## config.mk

```make
export PLATFORM = sky130hd
export DESIGN_NAME = pipe_ctrl
export DESIGN_NICKNAME = d
export VERILOG_FILES = /design/src/rtl/pipe_ctrl.sv
export SDC_FILE = /design/constraint.sdc
export NUM_CORES = 1
export LEC_CHECK = 0
export CAP_MARGIN = 0
export CORE_AREA = 2 2 71 73
export CTS_BUF_LIST = sky130_fd_sc_hd__clkbuf_4 sky130_fd_sc_hd__clkbuf_8
export DETAILED_ROUTE_END_ITERATION = 6
export DIE_AREA = 0 0 73 75
export GPL_TIMING_DRIVEN = 0
export PLACE_DENSITY = 0.82
export SYNTH_ARGS = -nofsm -noshare
export SYNTH_HDL_FRONTEND = slang
export SYNTH_SLANG_ARGS = --single-unit
export TNS_END_PERCENT = 50
```

## constraint.sdc

```tcl
create_clock -name clk -period 2.55 [get_ports clk]
set_clock_uncertainty 0.15 [all_clocks]
set_input_delay 0.51 -clock clk [delete_from_list [all_inputs] [get_ports clk]]
set_output_delay 0.51 -clock clk [all_outputs]
set_load 0.01 [all_outputs]
```

## src/rtl/pipe_ctrl.sv

```systemverilog
// rtl/pipe_ctrl.sv - pipelined MIPS control: ID decode, ID/EX..MEM/WB control bundle, hazards, MDU busy counter.
// Optional multiply/divide support is compiled in when CTRL_MDU_EN is defined.
module pipe_ctrl #(
  parameter int MDU_LATENCY = 32,
  parameter int CNT_W = $clog2(MDU_LATENCY + 1)
) (
  input  logic       clk,
  input  logic       rst,
  input  logic [5:0] op,
  input  logic [5:0] funct,
  input  logic [4:0] rs,
  input  logic [4:0] rt,
  input  logic [4:0] rd,
  input  logic       zero,
  output logic       id_stall,
  output logic       if_flush,
  output logic [1:0] s_npc,
  output logic [3:0] ex_aluop,
  output logic       ex_s_a,
  output logic       ex_s_b,
  output logic       ex_s_ext,
  output logic       ex_mdu_start,
  output logic       mem_write,
  output logic       wb_reg_write,
  output logic [1:0] wb_s_data_write,
  output logic [4:0] wb_num_write,
  output logic       mdu_busy
);

  localparam logic [3:0] ALU_ADD = 4'd1, ALU_SUB = 4'd2, ALU_AND = 4'd3, ALU_OR = 4'd4,
                         ALU_SLT = 4'd5, ALU_SLL = 4'd6, ALU_LUI = 4'd7;

  if (MDU_LATENCY < 1 || CNT_W < 1) begin : g_cfg_check
    $error("pipe_ctrl: MDU_LATENCY must be at least 1");
  end

  logic [3:0] dec_aluop;
  logic       dec_s_a, dec_s_b, dec_s_ext, dec_mw, dec_wr;
  logic [1:0] dec_sd, dec_npc;
  logic [4:0] dec_num;
  logic       use_rs, use_rt, is_br;
  logic       load_use, br_haz, mdu_haz, stall;

  logic [3:0] ex_aluop_q, ex_aluop_d;
  logic       ex_s_a_q, ex_s_a_d, ex_s_b_q, ex_s_b_d, ex_s_ext_q, ex_s_ext_d;
  logic       ex_mw_q, ex_mw_d, ex_rw_q, ex_rw_d;
  logic [1:0] ex_sd_q, ex_sd_d;
  logic [4:0] ex_num_q, ex_num_d;
  logic       mem_mw_q, mem_mw_d, mem_rw_q, mem_rw_d;
  logic [1:0] mem_sd_q, mem_sd_d;
  logic [4:0] mem_num_q, mem_num_d;
  logic       wb_rw_q, wb_rw_d;
  logic [1:0] wb_sd_q, wb_sd_d;
  logic [4:0] wb_num_q, wb_num_d;

`ifdef CTRL_MDU_EN
  localparam logic [3:0] ALU_MFHI = 4'd8, ALU_MFLO = 4'd9;
  logic             dec_mdu, is_mf;
  logic             ex_mdu_q, ex_mdu_d;
  logic [CNT_W-1:0] cnt_q, cnt_d;
`endif

  always_comb begin
    dec_aluop = 4'd0;
    dec_s_a   = 1'b0;
    dec_s_b   = 1'b0;
    dec_s_ext = 1'b0;
    dec_mw    = 1'b0;
    dec_wr    = 1'b0;
    dec_sd    = 2'd0;
    dec_npc   = 2'd0;
    dec_num   = 5'd0;
    use_rs    = 1'b0;
    use_rt    = 1'b0;
    is_br     = 1'b0;
`ifdef CTRL_MDU_EN
    dec_mdu   = 1'b0;
    is_mf     = 1'b0;
`endif
    case (op)
      6'h00: begin
        use_rs  = 1'b1;
        use_rt  = 1'b1;
        dec_num = rd;
        case (funct)
          6'h20, 6'h21: begin dec_aluop = ALU_ADD; dec_wr = 1'b1; end
          6'h23:        begin dec_aluop = ALU_SUB; dec_wr = 1'b1; end
          6'h24:        begin dec_aluop = ALU_AND; dec_wr = 1'b1; end
          6'h25:        begin dec_aluop = ALU_OR;  dec_wr = 1'b1; end
          6'h2A:        begin dec_aluop = ALU_SLT; dec_wr = 1'b1; end
          6'h00:        begin dec_aluop = ALU_SLL; dec_wr = 1'b1; use_rs = 1'b0; end
          6'h08:        begin dec_npc = 2'd2; is_br = 1'b1; end
`ifdef CTRL_MDU_EN
          6'h18, 6'h19, 6'h1A, 6'h1B: dec_mdu = 1'b1;
          6'h10:        begin dec_aluop = ALU_MFHI; dec_wr = 1'b1; is_mf = 1'b1; end
          6'h12:        begin dec_aluop = ALU_MFLO; dec_wr = 1'b1; is_mf = 1'b1; end
`endif
          default:      begin use_rs = 1'b0; use_rt = 1'b0; end
        endcase
      end
      6'h02: dec_npc = 2'd1;
      6'h03: begin
        dec_aluop = ALU_ADD; dec_s_a = 1'b1; dec_wr = 1'b1;
        dec_num = 5'd31; dec_sd = 2'd2; dec_npc = 2'd1;
      end
      6'h04: begin
        dec_aluop = ALU_SUB; dec_s_ext = 1'b1; use_rs = 1'b1; use_rt = 1'b1; is_br = 1'b1;
        dec_npc = zero ? 2'd3 : 2'd0;
      end
      6'h08, 6'h09: begin
        dec_aluop = ALU_ADD; dec_s_b = 1'b1; dec_s_ext = 1'b1; dec_wr = 1'b1;
        dec_num = rt; use_rs = 1'b1;
      end
      6'h0C: begin dec_aluop = ALU_AND; dec_s_b = 1'b1; dec_wr = 1'b1; dec_num = rt; use_rs = 1'b1; end
      6'h0D: begin dec_aluop = ALU_OR;  dec_s_b = 1'b1; dec_wr = 1'b1; dec_num = rt; use_rs = 1'b1; end
      6'h0F: begin dec_aluop = ALU_LUI; dec_s_b = 1'b1; dec_wr = 1'b1; dec_num = rt; end
      6'h23: begin
        dec_aluop = ALU_ADD; dec_s_b = 1'b1; dec_s_ext = 1'b1; dec_wr = 1'b1;
        dec_sd = 2'd1; dec_num = rt; use_rs = 1'b1;
      end
      6'h2B: begin
        dec_aluop = ALU_ADD; dec_s_b = 1'b1; dec_s_ext = 1'b1; dec_mw = 1'b1;
        use_rs = 1'b1; use_rt = 1'b1;
      end
      default: ;
    endcase
    // Writes to $0 are dropped; non-writing slots carry register number 0.
    if (dec_num == 5'd0) dec_wr = 1'b0;
    if (!dec_wr) dec_num = 5'd0;
  end

  always_comb begin
    load_use = (ex_sd_q == 2'd1) &&
               ((use_rs && rs != 5'd0 && rs == ex_num_q) ||
                (use_rt && rt != 5'd0 && rt == ex_num_q));
    br_haz   = is_br &&
               ((use_rs && ((ex_rw_q && rs == ex_num_q) || (mem_sd_q == 2'd1 && rs == mem_num_q))) ||
                (use_rt && ((ex_rw_q && rt == ex_num_q) || (mem_sd_q == 2'd1 && rt == mem_num_q))));
`ifdef CTRL_MDU_EN
    mdu_haz  = (dec_mdu || is_mf) && (cnt_q != '0);
`else
    mdu_haz  = 1'b0;
`endif
    stall    = ~rst & (load_use | br_haz | mdu_haz);
  end

  assign id_stall = stall;
  assign s_npc    = (stall || rst) ? 2'd0 : dec_npc;
  assign if_flush = (s_npc != 2'd0);

  always_comb begin
    ex_aluop_d = stall ? 4'd0 : dec_aluop;
    ex_s_a_d   = ~stall & dec_s_a;
    ex_s_b_d   = ~stall & dec_s_b;
    ex_s_ext_d = ~stall & dec_s_ext;
    ex_mw_d    = ~stall & dec_mw;
    ex_rw_d    = ~stall & dec_wr;
    ex_sd_d    = stall ? 2'd0 : dec_sd;
    ex_num_d   = stall ? 5'd0 : dec_num;
    mem_mw_d   = ex_mw_q;
    mem_rw_d   = ex_rw_q;
    mem_sd_d   = ex_sd_q;
    mem_num_d  = ex_num_q;
    wb_rw_d    = mem_rw_q;
    wb_sd_d    = mem_sd_q;
    wb_num_d   = mem_num_q;
  end

  always_ff @(posedge clk or posedge rst) begin
    if (rst) begin
      ex_aluop_q <= 4'd0;
      ex_s_a_q   <= 1'b0;
      ex_s_b_q   <= 1'b0;
      ex_s_ext_q <= 1'b0;
      ex_mw_q    <= 1'b0;
      ex_rw_q    <= 1'b0;
      ex_sd_q    <= 2'd0;
      ex_num_q   <= 5'd0;
      mem_mw_q   <= 1'b0;
      mem_rw_q   <= 1'b0;
      mem_sd_q   <= 2'd0;
      mem_num_q  <= 5'd0;
      wb_rw_q    <= 1'b0;
      wb_sd_q    <= 2'd0;
      wb_num_q   <= 5'd0;
    end else begin
      ex_aluop_q <= ex_aluop_d;
      ex_s_a_q   <= ex_s_a_d;
      ex_s_b_q   <= ex_s_b_d;
      ex_s_ext_q <= ex_s_ext_d;
      ex_mw_q    <= ex_mw_d;
      ex_rw_q    <= ex_rw_d;
      ex_sd_q    <= ex_sd_d;
      ex_num_q   <= ex_num_d;
      mem_mw_q   <= mem_mw_d;
      mem_rw_q   <= mem_rw_d;
      mem_sd_q   <= mem_sd_d;
      mem_num_q  <= mem_num_d;
      wb_rw_q    <= wb_rw_d;
      wb_sd_q    <= wb_sd_d;
      wb_num_q   <= wb_num_d;
    end
  end

`ifdef CTRL_MDU_EN
  always_comb begin
    ex_mdu_d = ~stall & dec_mdu;
    cnt_d    = cnt_q;
    if (dec_mdu && !stall) cnt_d = CNT_W'(MDU_LATENCY);
    else if (cnt_q != '0) cnt_d = cnt_q - CNT_W'(1);
  end

  always_ff @(posedge clk or posedge rst) begin
    if (rst) begin
      ex_mdu_q <= 1'b0;
      cnt_q    <= '0;
    end else begin
      ex_mdu_q <= ex_mdu_d;
      cnt_q    <= cnt_d;
    end
  end

  assign ex_mdu_start = ex_mdu_q;
  assign mdu_busy     = (cnt_q != '0);
`else
  assign ex_mdu_start = 1'b0;
  assign mdu_busy     = 1'b0;
`endif

  assign ex_aluop        = ex_aluop_q;
  assign ex_s_a          = ex_s_a_q;
  assign ex_s_b          = ex_s_b_q;
  assign ex_s_ext        = ex_s_ext_q;
  assign mem_write       = mem_mw_q;
  assign wb_reg_write    = wb_rw_q;
  assign wb_s_data_write = wb_sd_q;
  assign wb_num_write    = wb_num_q;

endmodule

```

Yosys cells after proc, flatten, opt, wreduce, memory -nomap -nowiden
Cells that the tools add are included.
{ "totals": {"latchBits": 0, "mem_bits_ro": 0, "ff_bits": 33, "ramBits": 0, "memories": 0, "in_bits": 30, "output_inout_bits": 22, "word_cells": 107} }
{ "classes": {"n_eq_ne": 23, "add_sub_neg": 0, "n_lt_le_gt_ge": 0, "multipliers": 0, "shift": 0, "n_div": 0, "bitwise": 9, "n_mux": 25, "reduce_logical": 35} }
{ "ops": {"columns": ["cell", "count"], "rows": [
  ["$eq 6x6->1 const B", 8],
  ["$eq 6x4->1 const B", 6],
  ["$pmux 3 s6", 2],
  ["$reduce_or 7->1", 5],
  ["$eq 5x5->1", 4],
  ["$pmux 5 s3", 1],
  ["$eq 6x2->1 const B", 2],
  ["$logic_and 1x1->1", 12],
  ["$logic_not 6->1", 2],
  ["$mux 5", 2],
  ["$reduce_bool 5->1", 2],
  ["$reduce_or 5->1", 2],
  ["$mux 1", 9],
  ["$mux 2", 4],
  ["$pmux 1 s2", 4],
  ["$reduce_or 8->1", 1],
  ["$and 1x1->1", 6],
  ["$eq 6x3->1 const B", 1],
  ["$pmux 2 s3", 1],
  ["$reduce_or 2->1", 3],
  ["$reduce_or 6->1", 1],
  ["$logic_not 5->1", 1],
  ["$logic_or 1x1->1", 5],
  ["$eq 2x1->1 const B", 2],
  ["5 further kinds", 6]
]} }

Longest topological paths before layout
{ "depth": {"depth_word": 13, "ltp_mapped": 8, "ltp_nobuf": 6} }

Least setup slack after synthesis
Ideal clock, no wire load.
{ "synth_path": {"path_kind": "in2out", "start": "input rt[1]", "end": "output if_flush", "t_required_ns": 1.890, "arrival_ns": 1.969, "path_buffers": 0, "path_stages": 6, "path_slack_ns": -0.079, "path_cell_list": "or4_4 > o211ai_2 > nor4_2 > a211oi_4 > o22ai_4 > nor3_1"} }
{ "synth_via": {"elab_chain_cells": 11, "elab_cells_between_ends": 18, "classes_between": "eq/ne (2); mux (1); bitwise (2); reduce/logical (13)"} }
{ "synth_rtl": {"columns": ["element", "line", "rtl"], "rows": [
  ["start: declaration", "12", "input logic [4:0] rt,"],
  ["$eq 5x5->1 (on tied branches)", "135, 138", null],
  ["$logic_and 1x1->1", "138", "(use_rt && ((ex_rw_q && rt == ex_num_q) || (mem_sd_q == 2'd1 && rt == mem_num_q))));"],
  ["$logic_or 1x1->1", "138", null],
  ["$logic_and 1x1->1", "138", null],
  ["$logic_or 1x1->1", "137", "((use_rs && ((ex_rw_q && rs == ex_num_q) || (mem_sd_q == 2'd1 && rs == mem_num_q))) ||"],
  ["$logic_and 1x1->1", "136", "br_haz = is_br &&"],
  ["$or 1x1->1 *", "144", "stall = ~rst & (load_use | br_haz | mdu_haz);"],
  ["$and 1x1->1 *", "144", null],
  ["$logic_or 1x1->1 *", "148", "assign s_npc = (stall || rst) ? 2'd0 : dec_npc;"],
  ["$mux 2 *", "148", null],
  ["$reduce_bool 2->1 *", "149", "assign if_flush = (s_npc != 2'd0);"],
  ["end: declaration", "16", "output logic if_flush,"]
]} }
Every way passes the cells marked *; elsewhere a longest branch is shown, timed or not.

Worst setup path in the final report
{ "layout_path": {"start": "input rt[4]", "end": "output s_npc[0]"} }
{ "layout_via": {"elab_chain_cells": 10, "elab_cells_between_ends": 17, "classes_between": "eq/ne (2); mux (1); bitwise (2); reduce/logical (12)"} }
{ "layout_rtl": {"columns": ["element", "line", "rtl"], "rows": [
  ["$eq 5x5->1 (on tied branches)", "135, 138", null],
  ["$logic_and 1x1->1", "138", null],
  ["$logic_or 1x1->1", "138", null],
  ["$logic_and 1x1->1", "138", null],
  ["$logic_or 1x1->1", "137", null],
  ["$logic_and 1x1->1", "136", null],
  ["$or 1x1->1 *", "144", null],
  ["$and 1x1->1 *", "144", null],
  ["$logic_or 1x1->1 *", "148", null],
  ["$mux 2 *", "148", null],
  ["end: declaration", "17", "output logic [1:0] s_npc,"]
]} }
Marked as above.

==> metrics.md <==
| Metric | Value |
|---|---|
| Core Util, Final | `61.0%` |
| CTS tree | `built` |
| Worst setup path category | `in2out` |
| Crit path cell chain | `buf_8 > or4_4 > o211ai_4 > nor4_4 > a211oi_4 > o22ai_4 > buf_6 > nor3_2 > buf_2` |
| Layout cells sized above 1 | `34.0%` |
| Full die area | `0.00548 mm2` |
| Flops & latches, synth | `32` |
| Num CTS Buffers | `5` |
| WL/cell | `16.2 um` |
| Crit path max fanout | `4` |
| Die Y | `75 um` |
| Post-Syn Area | `0.00203 mm2` |
| Synth area leader | `dfrtp_1` |
| Startpoint Class | `input port` |
| Post-Syn Instances | `201` |
| Gr busiest metal | `met2` |
| Number of stages on the worst setup path | `9` |
| CP max stage cell | `or4_4` |
| Worst EP required | `1.89 ns` |
| Largest net degree at the start of global routing | `42` |
| RSZ-0062 raised after global routing | `true` |
| Initial antenna violation count | `0` |
| Netlist cell types | `58` |
| FF-to-FF setup slack | `0.26 ns` |
| Die X | `73 um` |
| Nets@finish | `294` |
| Reg clk slew, reported paths | `0.06 ns` |
| Crit path to | `s_npc[0]` |
| Routed WL | `5.16 mm` |
| Met2 Use GR | `35.5%` |
| Routability congestion estimate | `0.873` |
| Min-delay worst type | `reg2reg` |
| Violated checks | `setup timing` |
| Vias | `1803` |
| Power per cell area | `426 mW/mm2` |
| Max stage delay on crit path | `0.56 ns` |
| Placed cell area | `0.00254 mm2` |
| Design area | `0.00284 mm2` |
| Post-synthesis sequential area ratio | `39.5%` |
| Fin. max-slew vios | `0` |
| Crit path max-delay family | `simple AND/OR/NAND/NOR gates` |
| Worst Path Buf+Inv | `3` |
| Starting DRC count in detailed routing | `98` |
| Max frequency | `343 MHz` |
| Critical R2R Capture | `ex_num_q[3]` |
| Reg2reg start | `ex_num_q[1]` |
| Final worst-path cycle share | `114%` |
| Grt met1 use | `23.4%` |
| All-Layer GR Usage | `20.4%` |
| Max-cap violations | `0` |
| Port Buffers | `44` |
| Core Region | `0.00466 mm2` |
| I/O pin cnt | `52` |
| Max VDD drop | `211 uV` |
| Commonest cells in the netlist | `32 x dfrtp_1, 17 x xnor2_1, 11 x a21oi_1` |
| Synth warnings | `0` |
| Synth async-reset ratio | `100%` |
| Vias in the first global route | `1715` |
| Finish-stage setup viols | `4` |
| Worst Reg-to-Reg Cells | `8` |
| Synth area leaders | `dfrtp_1 40%, xnor2_1 7.3%, a21oi_2 4.3%` |
| Grt met3 use | `4.69%` |
| First-pass DRT Iterations | `4` |
| Setup ws final | `-0.363 ns` |
| Most common cell in the netlist | `dfrtp_1` |
| Share of the synthesized area in the top cell type | `39.5%` |
| Fin crit period | `2.91 ns` |
| Starting Density | `43.5%` |
| Routed Antenna Nets | `0` |
| Tightest Pin Transition | `0.915 ns` |
| Critical Path AT | `2.25 ns` |
| P_leak | `0.00121 uW` |
| Number of synthesized flops with an enable pin | `0` |
| Clock root cell | `clkbuf_8` |
| Max H-tree Level | `2` |
| Clock sink count | `32` |
| DP Worst Slack | `-1.25 ns` |
| Critical path endpoint category | `output pin` |
| Rows | `25` |
| Slew margin rel. | `39.0%` |
| Syn_area_per_cell | `10.1 um2` |
| Crit path from | `rt[4]` |
| Final Hold Viols | `0` |
| Syn-to-layout area delta | `40.3%` |
| Status | `finished, violations left` |
| Global-route wire length before repair | `8.37 mm` |
| Gr ovfl total | `0` |
| CTS max path bufs | `2` |
| DP Wirelength | `3.59 mm` |
| Clk_lat worst skew | `0.28 ns` |
| Residual DRC | `0` |
| Vias per inst | `5.65` |
| # diodes | `0` |
| Top FF cell, synth | `dfrtp_1` |
worst min path at each step:
stage | from | end | slack, ns | cells after the start
2_1_floorplan | ex_mw_q | mem_write | 0.18 | 0
4_1_cts | ex_mw_q | mem_write | 0.21 | 0
6_report | ex_mw_q | mem_write | 0.21 | 0
3_5_place_dp | ex_mw_q | mem_write | 0.20 | 0
3_3_place_gp | mem_rw_q | wb_reg_write | 0.18 | 0
5_1_grt | ex_mw_q | mem_write | 0.21 | 0
final cells by class:
type | instances | area (um2)
tap | 54 | 67.6
clock buffer | 6 | 76.3
timing repair buffer | 54 | 464
sequential | 32 | 801
multi-input combinational | 153 | 1260
fill | 387 | 1820
buffer | 15 | 131
clock inverter | 2 | 35.0
inverter | 3 | 11.3
layout by cell type (no fill, tap or decap), types with 4 or more instances in the layout:
cell type and instances:
dfrtp_1 32, clkdlybuf4s50_1 22, xnor2_1 15, buf_4 14
buf_2 13, a21oi_1 11, a21oi_2 10, nand2_1 9
nor2_1 8, o21ai_0 7, clkbuf_8 7, dlygate4sd2_1 7
xor2_1 5, nand3_1 4, nor2_4 4, nor3_1 4
buf_6 4, a221o_1 4
routing by layer:
| layer | routed length [um] | part of all wire [%] |
|---|---|---|
| met1 | 2060 | 40 |
| met5 | 0 | 0 |
| met3 | 238 | 4.6 |
| met2 | 2720 | 53 |
| met4 | 149 | 2.9 |
sequential cells by signal, summed over array words and instances (netlist names), 2 cells and up:
register	count
ex_aluop	3
ex_num_q	5
ex_sd_q	2
mem_num_q	5
mem_sd_q	2
wb_num_write	5
wb_s_data_write	2
power by group:
part	switching [uW]	internal [uW]	total, uW
sequential	3.18	514	518
combinational	121	100	222
clock	171	300	471
total	296	914	1210
kinds of logic after synthesis:
| family | synth area share, % |
|---|---|
| buffers and inverters | 5.56 |
| AOI/OAI and AO/OA | 24.4 |
| xor gates and xnor gates | 9.51 |
| muxes | 0.988 |
| DFF | 39.5 |
| and+or+nand+nor | 19.8 |
| other | 0.185 |
repair_timing:
action                                  CTS  global route
cloned                                    0             0
setup buffers                            10             0
hold buffers                              0             0
endpoints found under the hold margin     0             0
endpoints found under the setup margin   16             4
pin swaps                                25             7
gates resized for setup                  97             4
worst reg2reg max path: cells and delay by family, from the launching register on:
| kind | cells | cell delay (ns) |
|---|---|---|
| AO/OA/AOI/OAI | 4 | 0.54 |
| XOR/XNOR | 1 | 0.27 |
| buffers and inverters | 2 | 0.33 |
| flip-flops | 1 | 0.43 |
| AND/OR/NAND/NOR | 1 | 0.40 |
metrics by stage:
step	total power, uW	instances	TNS [ns]	hold WS (ns)
final	1210	319	-1.27	0.205
after global routing	1260	319	-1.55	0.210
after CTS	1220	319	-1.16	0.211
after detailed placement	724	301	-9.77	0.196
after global placement	721	301	-34.34	0.183
after floorplan	640	203	-0.315	0.181
Power figures use the tool's default switching activity.
